$ cat config.mk
export PLATFORM = sky130hd
export DESIGN_NAME = cpu_sequencer
export DESIGN_NICKNAME = d
export VERILOG_FILES = /design/src/rtl/cpu_pkg.sv /design/src/rtl/button_debounce.sv /design/src/rtl/cpu_sequencer.sv
export SDC_FILE = /design/constraint.sdc
export NUM_CORES = 1
export LEC_CHECK = 0
export CAP_MARGIN = 40
export CORE_MARGIN = 3
export CORE_UTILIZATION = 55
export CTS_BUF_LIST = sky130_fd_sc_hd__clkbuf_8
export DETAILED_ROUTE_END_ITERATION = 16
export GPL_TIMING_DRIVEN = 0
export PLACE_DENSITY_LB_ADDON = 0.3
export SETUP_SLACK_MARGIN = 0.3
export SLEW_MARGIN = 25
export SYNTH_ARGS = -nofsm -noshare
export SYNTH_HDL_FRONTEND = slang
export SYNTH_SLANG_ARGS = --single-unit
$ cat constraint.sdc
create_clock -name clock -period 2.45 [get_ports clock]
set_input_delay 0.3675 -clock clock [delete_from_list [all_inputs] [get_ports clock]]
set_output_delay 0.3675 -clock clock [all_outputs]
set_load 0.1 [all_outputs]
$ cat src/rtl/cpu_pkg.sv
// cpu_pkg: constants shared by the CPU front-panel sequencer and its button
// debouncers. Phase codes, ID widths, register count and parameter defaults.
package cpu_pkg;

  localparam int PHASE_W  = 3;
  localparam int REG_ID_W = 4;
  localparam int NUM_REGS = 8;
  localparam int REG_ADDR_W = $clog2(NUM_REGS);

  localparam logic [PHASE_W-1:0] S_OP   = 3'd0;
  localparam logic [PHASE_W-1:0] S_R1   = 3'd1;
  localparam logic [PHASE_W-1:0] S_R2   = 3'd2;
  localparam logic [PHASE_W-1:0] S_EXEC = 3'd3;
  localparam logic [PHASE_W-1:0] S_WB   = 3'd4;

  localparam int unsigned             DEBOUNCE_DEFAULT     = 50000;
  localparam int unsigned             EXEC_LATENCY_DEFAULT = 2;
  localparam logic [REG_ADDR_W-1:0]   RESULT_REG_DEFAULT   = 3'd7;

  // Front-panel input is locked out while the datapath is executing.
  function automatic logic is_busy_phase(input logic [PHASE_W-1:0] phase);
    return (phase == S_EXEC) || (phase == S_WB);
  endfunction

endpackage

$ cat src/rtl/button_debounce.sv
// button_debounce: 2-FF synchronizer plus stability down-counter for one
// raw active-low push button.
//   clock, reset_n : system clock, async active-low reset
//   raw_n          : raw button (0 = pressed)
//   level          : accepted (debounced) level, 1 = released
//   press          : one-cycle pulse on the accepted 1->0 transition
module button_debounce
  import cpu_pkg::*;
#(
  parameter int unsigned DEBOUNCE_CYCLES = DEBOUNCE_DEFAULT
) (
  input  logic clock,
  input  logic reset_n,
  input  logic raw_n,
  output logic level,
  output logic press
);

  localparam logic [15:0] RELOAD = 16'(DEBOUNCE_CYCLES - 1);

  logic        sync1_q, sync2_q;
  logic        level_q, level_d;
  logic [15:0] cnt_q, cnt_d;

  // The counter reaches zero on the DEBOUNCE_CYCLES-th consecutive sample
  // that differs from the accepted level; that sample commits the change.
  always_comb begin
    cnt_d   = cnt_q;
    level_d = level_q;
    press   = 1'b0;
    if (sync2_q == level_q) begin
      cnt_d = RELOAD;
    end else if (cnt_q == 16'd0) begin
      level_d = sync2_q;
      cnt_d   = RELOAD;
      press   = ~sync2_q;
    end else begin
      cnt_d = cnt_q - 16'd1;
    end
  end

  always_ff @(posedge clock or negedge reset_n) begin
    if (!reset_n) begin
      sync1_q <= 1'b1;
      sync2_q <= 1'b1;
      level_q <= 1'b1;
      cnt_q   <= RELOAD;
    end else begin
      sync1_q <= raw_n;
      sync2_q <= sync1_q;
      level_q <= level_d;
      cnt_q   <= cnt_d;
    end
  end

  assign level = level_q;

endmodule

$ cat src/rtl/cpu_sequencer.sv
// cpu_sequencer: front-panel controller for the 8-bit CPU datapath.
// Debounces the set/display buttons, walks opcode -> src1 -> src2 -> execute,
// latches the switch values, strobes the operation unit and then the result
// write-enable.
//   clock, reset_n          : system clock, async active-low reset
//   setButton, displayButton: raw active-low buttons
//   inputs                  : raw switches
//   Q                       : current phase
//   opCode, regID1, regID2  : latched selections
//   operate, result_we      : one-cycle strobes; result_addr is constant
//   show_value, bad_id, busy: display mode, rejected-ID pulse, lockout
//
// state  | meaning
// S_OP   | wait for set press, latch opcode
// S_R1   | wait for set press, latch first source ID (bit 3 must be 0)
// S_R2   | wait for set press, latch second source ID (bit 3 must be 0)
// S_EXEC | operate strobe, then wait EXEC_LATENCY cycles for the result
// S_WB   | one-cycle result write-enable, then back to S_OP
module cpu_sequencer
  import cpu_pkg::*;
#(
  parameter int unsigned            DEBOUNCE_CYCLES = DEBOUNCE_DEFAULT,
  parameter int unsigned            EXEC_LATENCY    = EXEC_LATENCY_DEFAULT,
  parameter logic [REG_ADDR_W-1:0]  RESULT_REG      = RESULT_REG_DEFAULT
) (
  input  logic                  clock,
  input  logic                  reset_n,
  input  logic                  setButton,
  input  logic                  displayButton,
  input  logic [REG_ID_W-1:0]   inputs,
  output logic [PHASE_W-1:0]    Q,
  output logic [REG_ID_W-1:0]   opCode,
  output logic [REG_ID_W-1:0]   regID1,
  output logic [REG_ID_W-1:0]   regID2,
  output logic                  operate,
  output logic                  result_we,
  output logic [REG_ADDR_W-1:0] result_addr,
  output logic                  show_value,
  output logic                  bad_id,
  output logic                  busy
);

  logic set_level, set_press, disp_level, disp_press;
  logic unused_levels;

  button_debounce #(.DEBOUNCE_CYCLES(DEBOUNCE_CYCLES)) u_set_db (
    .clock(clock), .reset_n(reset_n), .raw_n(setButton),
    .level(set_level), .press(set_press)
  );

  button_debounce #(.DEBOUNCE_CYCLES(DEBOUNCE_CYCLES)) u_disp_db (
    .clock(clock), .reset_n(reset_n), .raw_n(displayButton),
    .level(disp_level), .press(disp_press)
  );

  // Accepted levels are only needed by other front-panel consumers.
  assign unused_levels = set_level ^ disp_level;

  logic [PHASE_W-1:0]  state_q, state_d;
  logic [REG_ID_W-1:0] op_q, op_d, r1_q, r1_d, r2_q, r2_d;
  logic [7:0]          exec_cnt_q, exec_cnt_d;
  logic                show_q, show_d, bad_q, bad_d;
  logic                operate_q, operate_d, we_q, we_d, busy_q, busy_d;
  logic                set_p, disp_p;

  // Presses that land while busy are simply dropped, never queued.
  assign set_p  = set_press  & ~busy_q;
  assign disp_p = disp_press & ~busy_q;

  always_comb begin
    state_d    = state_q;
    op_d       = op_q;
    r1_d       = r1_q;
    r2_d       = r2_q;
    exec_cnt_d = exec_cnt_q;
    show_d     = show_q;
    bad_d      = 1'b0;
    case (state_q)
      S_OP: begin
        if (set_p) begin
          op_d    = inputs;
          state_d = S_R1;
        end
      end
      S_R1, S_R2: begin
        // A set press takes priority; a simultaneous display press is ignored.
        if (set_p) begin
          if (inputs[REG_ID_W-1]) begin
            bad_d = 1'b1;
          end else if (state_q == S_R1) begin
            r1_d    = inputs;
            state_d = S_R2;
          end else begin
            r2_d       = inputs;
            state_d    = S_EXEC;
            exec_cnt_d = 8'(EXEC_LATENCY);
          end
        end else if (disp_p) begin
          show_d = ~show_q;
        end
      end
      S_EXEC: begin
        if (exec_cnt_q == 8'd0) state_d = S_WB;
        else                    exec_cnt_d = exec_cnt_q - 8'd1;
      end
      S_WB:    state_d = S_OP;
      default: state_d = S_OP;
    endcase
    if (state_d != state_q) show_d = 1'b0;
  end

  assign operate_d = (state_d == S_EXEC) && (state_q != S_EXEC);
  assign we_d      = (state_d == S_WB)   && (state_q != S_WB);
  assign busy_d    = is_busy_phase(state_d);

  always_ff @(posedge clock or negedge reset_n) begin
    if (!reset_n) begin
      state_q    <= S_OP;
      op_q       <= '0;
      r1_q       <= '0;
      r2_q       <= '0;
      exec_cnt_q <= '0;
      show_q     <= 1'b0;
      bad_q      <= 1'b0;
      operate_q  <= 1'b0;
      we_q       <= 1'b0;
      busy_q     <= 1'b0;
    end else begin
      state_q    <= state_d;
      op_q       <= op_d;
      r1_q       <= r1_d;
      r2_q       <= r2_d;
      exec_cnt_q <= exec_cnt_d;
      show_q     <= show_d;
      bad_q      <= bad_d;
      operate_q  <= operate_d;
      we_q       <= we_d;
      busy_q     <= busy_d;
    end
  end

  assign Q           = state_q;
  assign opCode      = op_q;
  assign regID1      = r1_q;
  assign regID2      = r2_q;
  assign operate     = operate_q;
  assign result_we   = we_q;
  assign result_addr = RESULT_REG;
  assign show_value  = show_q;
  assign bad_id      = bad_q;
  assign busy        = busy_q;

endmodule
==> summary.txt <==
result of the run -> completed
maximum buffer depth of the clock tree -> 2
distinct cell type count after synthesis -> 48
antenna violations before repair -> 0
vias -> 2372
startpoint class of the critical path -> flip-flop
post-detailed-route via-to-cell ratio -> 5.491
post-synth top area share -> 0.3245
Min Clock Period, post-route -> 2.103 ns
worst vdd rail ir drop -> 0.4600 mV
library cell with the largest summed area after synthesis -> sky130_fd_sc_hd__dfrtp_1
sequential standard cell area -> 1634 um^2
Synth Area in Simple Gates -> 0.2373
highest clock rate -> 475.4 MHz
iteration-0 DRC count of the detailed router -> 220
share of synthesized area occupied by flip-flops and latches -> 0.5290
XOR/XNOR share of the synthesized area -> 0.07951
area fraction in compound gates after synthesis -> 0.05193
floorplan die height -> 80.89 um
final hold slack -> 0.3634 ns
unrepaired setup endpoints after global routing -> yes
CP max FO -> 5
CTS buffer count -> 9
initial cell density of the core -> 0.5852
reg-to-reg setup timing slack -> 0.35 ns
clock sink count -> 64
number of iterations in the first detailed-routing pass -> 4
flip-flop cell with the highest count after synthesis -> sky130_fd_sc_hd__dfrtp_1
Post-Syn Instances -> 291
pin slew with the least headroom to its limit -> 0.5564 ns
Sw Ratio -> 0.2536
largest net degree at the start of global routing -> 40
worst hold path depth -> 0
x dimension of the die -> 80.89 um
Routed Antenna Nets -> 0
sequential power share -> 0.512
clock transition at the register clock pins on the worst setup and hold paths after CTS -> 0.07 ns
area of the multi-input gates -> 1450 um^2
TritonCTS clock tree -> built
endpoint of the worst register-to-register path -> opCode[2]
root cell of the clock tree -> sky130_fd_sc_hd__clkbuf_8
first-pass GRT wire length -> 11050 um
start point of the worst min-delay path -> u_set_db.sync1_q
crit-path leading delay family -> simple AND/OR/NAND/NOR gates
wire length after detailed routing -> 6698 um
path category of the worst min-delay check -> flip-flop to flip-flop
RR Startpoint -> u_set_db.cnt_q[0]
fin crit share -> 0.8585
portion of netlist area occupied by mux cells -> 0.05030
I/O pin count -> 31
power density of the placed cells -> 523.0 nW/um^2
cells taking the most area after synthesis -> sky130_fd_sc_hd__dfrtp_1 (32%), sky130_fd_sc_hd__dfstp_2 (20%), sky130_fd_sc_hd__xnor2_1 (5.1%)
signal arrival time at the worst endpoint -> 2.33 ns
total DRC errors in the routed layout -> 0
number of port buffers -> 25
Logic pwr share -> 0.077
Buf+Inv Stages, Crit Path -> 2
Layout area overhead -> 32.33%
worst clock skew -> 0.01022 ns
worst skew pair latency -> 0.35 ns
Worst Reg-to-Reg Cells -> 8
detailed-placement wirelength estimate -> 4432 um
WP depth -> 8
Final Setup Violations -> 0
final estimated routing congestion in global placement -> 0.8323
GR Util All Layers -> 0.2225
delay of the slowest cell on the worst path -> 0.38 ns
Setup TNS Final -> 0 ns
floorplan die area -> 6542 um^2
mean cell area of the mapped netlist -> 10.60 um^2
max-slew violations -> 0
placeable core region -> 5270 um^2
fraction of final layout cells sized beyond drive strength 1 -> 0.2873
Synth Cell Area -> 3084 um^2
max_slew headroom -> 0.6266
Max Cap Viol -> 0
WP data required -> 2.67 ns
cell with the largest stage delay on the worst path -> sky130_fd_sc_hd__dfstp_2
total count of hold-check failures in the final report -> 0
combinational family with the most area after synthesis -> simple AND/OR/NAND/NOR gates
area share of fa/ha/maj cells after synthesis -> 0.01623
critical path cell sequence -> inv_2 > ha_4 > nor4b_4 > nand4_1 > buf_4 > nor3_4 > nand3b_1 > mux2_2
synthesis-stage register bit count -> 64
number of flops mapped to enable cells by yosys -> 0
type of destination of the critical path -> flip-flop
final global-route overflow total -> 0
share of power burned in the clock network -> 0.411
cell internal pwr -> 1.593 mW
Filler Cells Inserted -> 340
total inserted antenna cells -> 0
Net Sw Power -> 0.5414 mW
end of the worst hold path -> u_set_db.sync2_q
synth warn -> 0
number of rows in the core area -> 26
static leakage power -> 1.679 nW
H-Tree Level Count -> 3
critical setup path kind -> flip-flop to flip-flop
Post-synth ARST share -> 1.000
number of nets in the layout -> 369
vias in the first global route -> 2399
routed wirelength normalized by instance count -> 15.50 um
==> cells by family (layout without fill, tap and decap cells) <==
family          after synthesis  count (layout)
simple gates                131             131
flops                        64              64
xor+xnor                     28              28
compound gates               26              26
buf+inv                      22              90
mux                          14              14
fa+ha+maj                     4               4
other cells                   2               5
==> power by group through the flow <==
stage	Combinational, mW	Clock [mW]	Sequential [mW]
final	0.164	0.877	1.09
after global routing	0.177	0.936	1.09
after CTS	0.162	0.888	1.09
after detailed placement	0.157	0	1.11
after global placement	0.141	0	1.11
after floorplan	0.0688	0	1.13
==> per-stage QoR <==
| step | setup WS [ns] | power, mW | utilization | std cells | instance area, um^2 |
|---|---|---|---|---|---|
| 2_1_floorplan | 0.3044 | 1.202 | - | 294 | 3097 |
| 3_3_place_gp | -1.197 | 1.251 | 0.6517 | 389 | 3435 |
| 5_1_grt | 0.2526 | 2.207 | 0.7745 | 432 | 4081 |
| 4_1_cts | 0.3123 | 2.143 | 0.7590 | 426 | 4000 |
| 6_report | 0.3466 | 2.135 | 0.7745 | 432 | 4081 |
| 3_5_place_dp | 0.05709 | 1.268 | 0.7087 | 408 | 3735 |
==> flip-flops by register name, summed over array words and instances (netlist names) <==
| register | flops |
|---|---|
| u_set_db.cnt_q | 16 |
| u_disp_db.sync1_q | 1 |
| result_we | 1 |
| u_set_db.sync1_q | 1 |
| exec_cnt_q | 8 |
| show_value | 1 |
| u_disp_db.sync2_q | 1 |
| regID2 | 3 |
| bad_id | 1 |
| u_disp_db.cnt_q | 16 |
| regID1 | 3 |
| u_set_db.sync2_q | 1 |
| operate | 1 |
| busy | 1 |
| opCode | 4 |
| u_disp_db.level | 1 |
| u_set_db.level | 1 |
| Q | 3 |
==> synthesized netlist by cell type, drive strengths merged, types with 4 or more instances <==
cell type	instances
buf	6
dfrtp	40
nor2b	4
a21oi	6
ha	4
xor2	10
dfstp	24
inv	10
or3	5
and3	7
nor2	30
xnor2	18
nor3	10
o21ai	10
nand4	8
nor3b	5
mux2	12
nand2	34
clkbuf	6
nor4	7
==> worst max-delay path by stage <==
stage / from / end / slack, ns
floorplan: Q[1] / regID2[0] / 0.30
global placement: reset_n / Q[1] / -1.20
detailed placement: u_set_db.cnt_q[0] / regID2[1] / 0.06
CTS: u_set_db.cnt_q[1] / regID2[2] / 0.31
global route: u_set_db.cnt_q[0] / opCode[3] / 0.25
finish: u_set_db.cnt_q[0] / opCode[2] / 0.35
==> area by class of cell <==
cell class / instances / area share
Buffer: 12 / 0.01747
Clock buffer: 9 / 0.03035
Multi-Input combinational cell: 208 / 0.3553
Sequential cell: 64 / 0.4004
Tap cell: 70 / 0.02146
Clock inverter: 7 / 0.01563
Timing Repair Buffer: 52 / 0.1502
Inverter: 10 / 0.009197
==> layer usage <==
metal	GRT usage	vias to the layer above	wire, um
li1	-	1126	-
met1	0.2666	1156	2896
met2	0.3695	72	3349
met3	0.04324	18	258
met4	0.1351	0	194
met5	0	-	0
==> cells in the final DEF (no fill, tap or decap), types with 4 or more instances in the layout <==
| master | n |
|---|---|
| sky130_fd_sc_hd__dfrtp_1 | 38 |
| sky130_fd_sc_hd__nand2_1 | 34 |
| sky130_fd_sc_hd__nor2_1 | 30 |
| sky130_fd_sc_hd__clkdlybuf4s50_1 | 24 |
| sky130_fd_sc_hd__dfstp_2 | 24 |
| sky130_fd_sc_hd__xnor2_1 | 18 |
| sky130_fd_sc_hd__buf_8 | 17 |
| sky130_fd_sc_hd__buf_4 | 13 |
| sky130_fd_sc_hd__xor2_1 | 10 |
| sky130_fd_sc_hd__inv_1 | 9 |
| sky130_fd_sc_hd__mux2_2 | 9 |
| sky130_fd_sc_hd__clkbuf_8 | 9 |
| sky130_fd_sc_hd__o21ai_0 | 8 |
| sky130_fd_sc_hd__nand4_1 | 7 |
| sky130_fd_sc_hd__clkbuf_1 | 6 |
| sky130_fd_sc_hd__nor3_1 | 6 |
| sky130_fd_sc_hd__and3_1 | 6 |
| sky130_fd_sc_hd__a21oi_1 | 6 |
| sky130_fd_sc_hd__or3_1 | 5 |
| sky130_fd_sc_hd__conb_1 | 5 |
| sky130_fd_sc_hd__nor2b_1 | 4 |
| sky130_fd_sc_hd__nor3b_1 | 4 |
| sky130_fd_sc_hd__nor4_1 | 4 |
==> what timing repair did <==
action,CTS,global route
hold buffers,1,0
setup buffers,1,6
endpoints found under the hold margin,19,0
pin swaps,3,7
endpoints found under the setup margin,17,18
gates resized for setup,11,10
Note: power is estimated with default switching activity, not from simulation.
==> edit 1: new RTL, same settings <==
Register the input `setButton` before use. The logic sees it one clock later. The other inputs are not delayed to match.
--- a/src/rtl/cpu_sequencer.sv
+++ b/src/rtl/cpu_sequencer.sv
@@ -40,11 +40,17 @@
   output logic                  busy
 );
 
+  logic setButton_q;
+
+  always_ff @(posedge clock) begin
+    setButton_q <= setButton;
+  end
+
   logic set_level, set_press, disp_level, disp_press;
   logic unused_levels;
 
   button_debounce #(.DEBOUNCE_CYCLES(DEBOUNCE_CYCLES)) u_set_db (
-    .clock(clock), .reset_n(reset_n), .raw_n(setButton),
+    .clock(clock), .reset_n(reset_n), .raw_n(setButton_q),
     .level(set_level), .press(set_press)
   );
 
Behaviour: no difference found for any inputs over 10 cycles, from zero or initial values and one cycle with reset_n low; that may be too few to reach the edited logic, so the function may still have changed.
==> edit 1 against the unedited design <==
Clock power up 20%. Area after synthesis up 0.65%. Total power up 9.0%. Largest power group unchanged. Cell area up 1.8%. Global-route usage about the same. Setup slack worse by 0.055 ns. Sequential cell count up 1. Count of clock-buffer cells in the layout up 3. Critical endpoint is now opCode[3]. Wire length up 2.3%.
==> edit 1: results (changes against the unedited design) <==
pin count of the biggest net entering global routing 34 (was 40); flop2flop setup slack 0.29 ns (was 0.35 ns); period utilization 88.08% (was 85.85%); Via Count 2359 (was 2372); WL final 6.851 mm (was 6.698 mm); Hold WS 0.3004 ns (was 0.3634 ns); Final clock-cell share 5.599% (was 4.598%); worst skew pair latency 0.34 ns; worst-margin pin slew 0.5719 ns (was 0.5564 ns); initial antenna violation count 0 (unchanged); Hold WC Path Type reg -> reg (unchanged); area delta synth->final 33.90% (was 32.33%); Worst Path Arrival 2.39 ns (was 2.33 ns); Sink Count 65 (was 64); first-pass GRT wire length 10.88 mm (was 11.05 mm); GRT Total Usage 22.29% (was 22.25%); DR iter-0 viols 175 (was 220); non-clk buf share 16.56% (was 16.77%); dpl cell area 3755 sq um (was 3735 sq um); global placement routability congestion 0.8095 (was 0.8323); post-synthesis async set-or-reset flop share 98.46% (was 100.0%); Netlist cell types 49 (was 48); clock buffers 12 (was 9); layout cells sized above 1 28.93% (was 28.73%); P_leak 1.730 nW (was 1.679 nW); fillcell total 307 (was 340); top post-synthesis cells by area dfrtp_1 (32%), dfstp_2 (20%), xnor2_1 (5.1%) (unchanged); VDD IR-drop max 0.0004367 V (was 0.0004600 V); nonclk inv count 10 (unchanged); synthesized area 3104 sq um (was 3084 sq um); Post-synth top cells dfrtp_1 (40), nand2_1 (34), nor2_1 (30), dfstp_2 (24), xnor2_1 (18) (unchanged); Cells after DPL 409 (was 408); area occupied by multi-input gates 1458 sq um (was 1450 sq um); Antenna diodes 0 (unchanged); wire length per cell 15.82 um (was 15.50 um); Layout Skew 0.01285 ns (was 0.01022 ns); crit path max fanout 4 (was 5); count of plain and timing-repair buffers 64 (unchanged); outcome completed (unchanged); H-Tree Depth 3 (unchanged); Detail Placement HPWL 4.524 mm (was 4.432 mm); Setup WS pre-CTS 0.05601 ns (was 0.05709 ns); Syn Inst Count 292 (was 291); Reg area 1653 sq um (was 1634 sq um); layout net count 370 (was 369); post-synthesis sequential area ratio 53.20% (was 52.90%); vias in the first global route 2302 (was 2399)
==> edit 1: worst max-delay path, cell delays in order, from the launching register on <==
cell	delay, ns
dfstp_2	0.38
inv_2	0.06
ha_4	0.15
nor4b_4	0.29
nand4_1	0.26
nor3_4	0.30
nand3b_1	0.24
mux2_4	0.36
==> edit 1: report_power, final <==
part	internal (mW)	switching [mW]	leakage [nW]
Combinational	0.0534	0.114	0.817
Sequential	1.10	0.0121	0.788
Clock	0.650	0.400	0.125
Total	1.80	0.526	1.73
==> edit 1: cells by family (layout without fill, tap and decap cells) <==
kind of cell	Yosys count	count (layout)	share of synthesized area, %
compound gates	26	26	5.159
mux	14	14	4.998
flops	65	65	53.20
other cells	2	5	0.2419
simple gates	131	131	23.58
fa+ha+maj	4	4	1.612
xor+xnor	28	28	7.900
buf+inv	22	90	3.305
==> edit 1: repair_timing <==
action,in CTS,in global routing
pin swaps,2,9
setup endpoints to repair,18,17
endpoints found under the hold margin,24,0
hold buffers,1,0
resized for setup,9,15
buffers inserted,1,6
==> edit 1: path summary, 6_finish.rpt <==
check,startpoint,endpoint,cells past startpoint
min in group asynchronous,reset_n,u_disp_db.cnt_q[4],2
min,setButton_q,u_set_db.sync1_q,0
max in group asynchronous,reset_n,u_set_db.cnt_q[1],3
max reg2reg,u_set_db.cnt_q[0],opCode[3],7
min reg2reg,setButton_q,u_set_db.sync1_q,0
max,u_set_db.cnt_q[0],opCode[3],7
==> edit 1: metal layers <==
layer | track usage [%] | up-vias | wire length [um]
li1 | - | 1127 | -
met1 | 28.55 | 1160 | 2953
met2 | 35.06 | 58 | 3458
met3 | 5.765 | 14 | 299
met4 | 11.15 | 0 | 140
met5 | 0 | - | 0
==> edit 2: new RTL, config.mk and constraints unchanged <==
Made on the original files. The package constant `REG_ID_W` goes from 4 to 6.
--- a/src/rtl/cpu_pkg.sv
+++ b/src/rtl/cpu_pkg.sv
@@ -3,7 +3,7 @@
 package cpu_pkg;
 
   localparam int PHASE_W  = 3;
-  localparam int REG_ID_W = 4;
+  localparam int REG_ID_W = 6;
   localparam int NUM_REGS = 8;
   localparam int REG_ADDR_W = $clog2(NUM_REGS);
 
Interface: changed (resized inputs, opCode, regID1 and regID2); port bits go from 31 to 39. No check against the original RTL was run, so the function may have changed too.
==> edit 2 against the unedited design <==
Die area rose by 6.6%. Wire length up 11%. Largest cell class unchanged. Setup slack worse by 0.028 ns. Final cell count up 8.6%. Sequential cell count rose by 6. Total power rose by 4.4%. Cell area increased by 9.5%. Area after synthesis grew 7.1%. Via count increased by 7.5%. Critical path type unchanged.
==> edit 2: results (changes against the unedited design) <==
Detail Placement HPWL 5.221 mm (was 4.432 mm); GRT Total Usage 22.73% (was 22.25%); post-synthesis sequential area ratio 53.92% (was 52.90%); top post-synthesis cells by area dfrtp_1 (35%), dfstp_2 (19%), xnor2_1 (5.6%) (was dfrtp_1 (32%), dfstp_2 (20%), xnor2_1 (5.1%)); total CTS buffers 9 (unchanged); dpl cell area 4148 sq um (was 3735 sq um); final worst slack 0.3187 ns (was 0.3466 ns); Slowest-stage cell, CP or4_4 (was dfstp_2); crit path max fanout 6 (was 5); Root Driver clkbuf_8 (unchanged); Worst path max stage delay 0.54 ns (was 0.38 ns); Hold WC Path Type reg -> reg (unchanged); wire length per cell 15.85 um (was 15.50 um); Netlist cell types 49 (was 48); Setup WS pre-CTS -0.003066 ns (was 0.05709 ns); worst skew pair latency 0.34 ns; Syn Area/Cell 10.66 sq um (was 10.60 sq um); Post-synth EDFFs 0 (unchanged); met2 GRT Util 38.85% (was 36.95%); layout net count 406 (was 369); Post-synth top cells nand2_1 (47), dfrtp_1 (46), nor2_1 (30), dfstp_2 (24), xnor2_1 (21) (was dfrtp_1 (40), nand2_1 (34), nor2_1 (30), dfstp_2 (24), xnor2_1 (18)); PortBufs 32 (was 25); vias in the first global route 2612 (was 2399); GR Util met3 7.206% (was 4.324%); first-pass GRT wire length 12.57 mm (was 11.05 mm); post-synthesis async set-or-reset flop share 100.0% (unchanged); family with the most delay on the worst path simple AND/OR/NAND/NOR gates (unchanged); global placement routability congestion 0.8119 (was 0.8323); GRT busiest layer met2 (unchanged); layout cells sized above 1 29.97% (was 28.73%); outcome completed (unchanged); P_leak 1.927 nW (was 1.679 nW); yosys warns 0 (unchanged); drt pass-1 iters 4 (unchanged); pin count of the biggest net entering global routing 37 (was 40); Slew HR 48.29% (was 62.66%); Worst-path clk slew 0.07 ns (about the same); Via Count 2549 (was 2372); Cells after DPL 443 (was 408); Hold WS 0.3568 ns (was 0.3634 ns); initial antenna violation count 0 (unchanged); biggest regs u_disp_db.cnt_q: 16 flops, u_set_db.cnt_q: 16 flops, exec_cnt_q: 8 flops (unchanged); Antenna diodes 0 (unchanged); top_reg_cell synth dfrtp_1 (unchanged); WL final 7.435 mm (was 6.698 mm); DR iter-0 viols 105 (was 220); VDD IR-drop max 0.0004020 V (was 0.0004600 V); Layout Skew 0.01280 ns (was 0.01022 ns); H-Tree Depth 3 (unchanged); grt met1 use 26.48% (was 26.66%); Worst Path Arrival 2.36 ns (was 2.33 ns); clk buf depth 2 (unchanged)
[edit 2: what timing repair did]
action,in CTS,in global routing
hold endpoints to repair,16,0
hold buffers,1,0
pin swaps,7,5
endpoints found under the setup margin,25,18
resized for setup,11,5
buffers inserted,4,5
[edit 2: path summary, 6_finish.rpt]
check / startpoint / endpoint / cells past startpoint
max: u_set_db.cnt_q[11] / opCode[0] / 6
min: u_set_db.sync1_q / u_set_db.sync2_q / 0
max reg2reg: u_set_db.cnt_q[11] / opCode[0] / 6
min reg2reg: u_set_db.sync1_q / u_set_db.sync2_q / 0
max in group asynchronous: reset_n / u_disp_db.cnt_q[15] / 3
min in group asynchronous: reset_n / u_disp_db.cnt_q[4] / 2
[edit 2: layout make-up]
type                            instances  area [sq um]
Buffer                                 12         83.83
Clock buffer                            9         123.9
Clock inverter                          7         36.28
Fill cell                             308          1206
Inverter                               10         37.54
Multi-Input combinational cell        221          1500
Sequential cell                        70          1789
Tap cell                               72         90.09
Timing Repair Buffer                   68         808.3
[edit 2: cell families after synthesis]
kind of cell	Yosys count	share of synthesized area (%)
adders and majority gates	4	1.515
and+or+nand+nor	142	22.60
xor gates and xnor gates	29	7.687
AOI/OAI and AO/OA	27	5.112
muxes	14	5.415
DFF	70	53.92
other	2	0.2273
buffers and inverters	22	3.522
[edit 2: per-layer routing]
layer / wire (um) / vias to the layer above
met1: 2933 / 1238
met4: 139 / 0
met3: 374 / 14
li1: - / 1224
met5: 0 / -
met2: 3988 / 73
[edit 2: report_power, final]
group / switching (mW) / leakage, nW / internal, mW / total (mW)
Combinational: 0.173 / 1.01 / 0.0860 / 0.259
Sequential: 0.0176 / 0.828 / 1.19 / 1.20
Clock: 0.412 / 0.0888 / 0.352 / 0.764
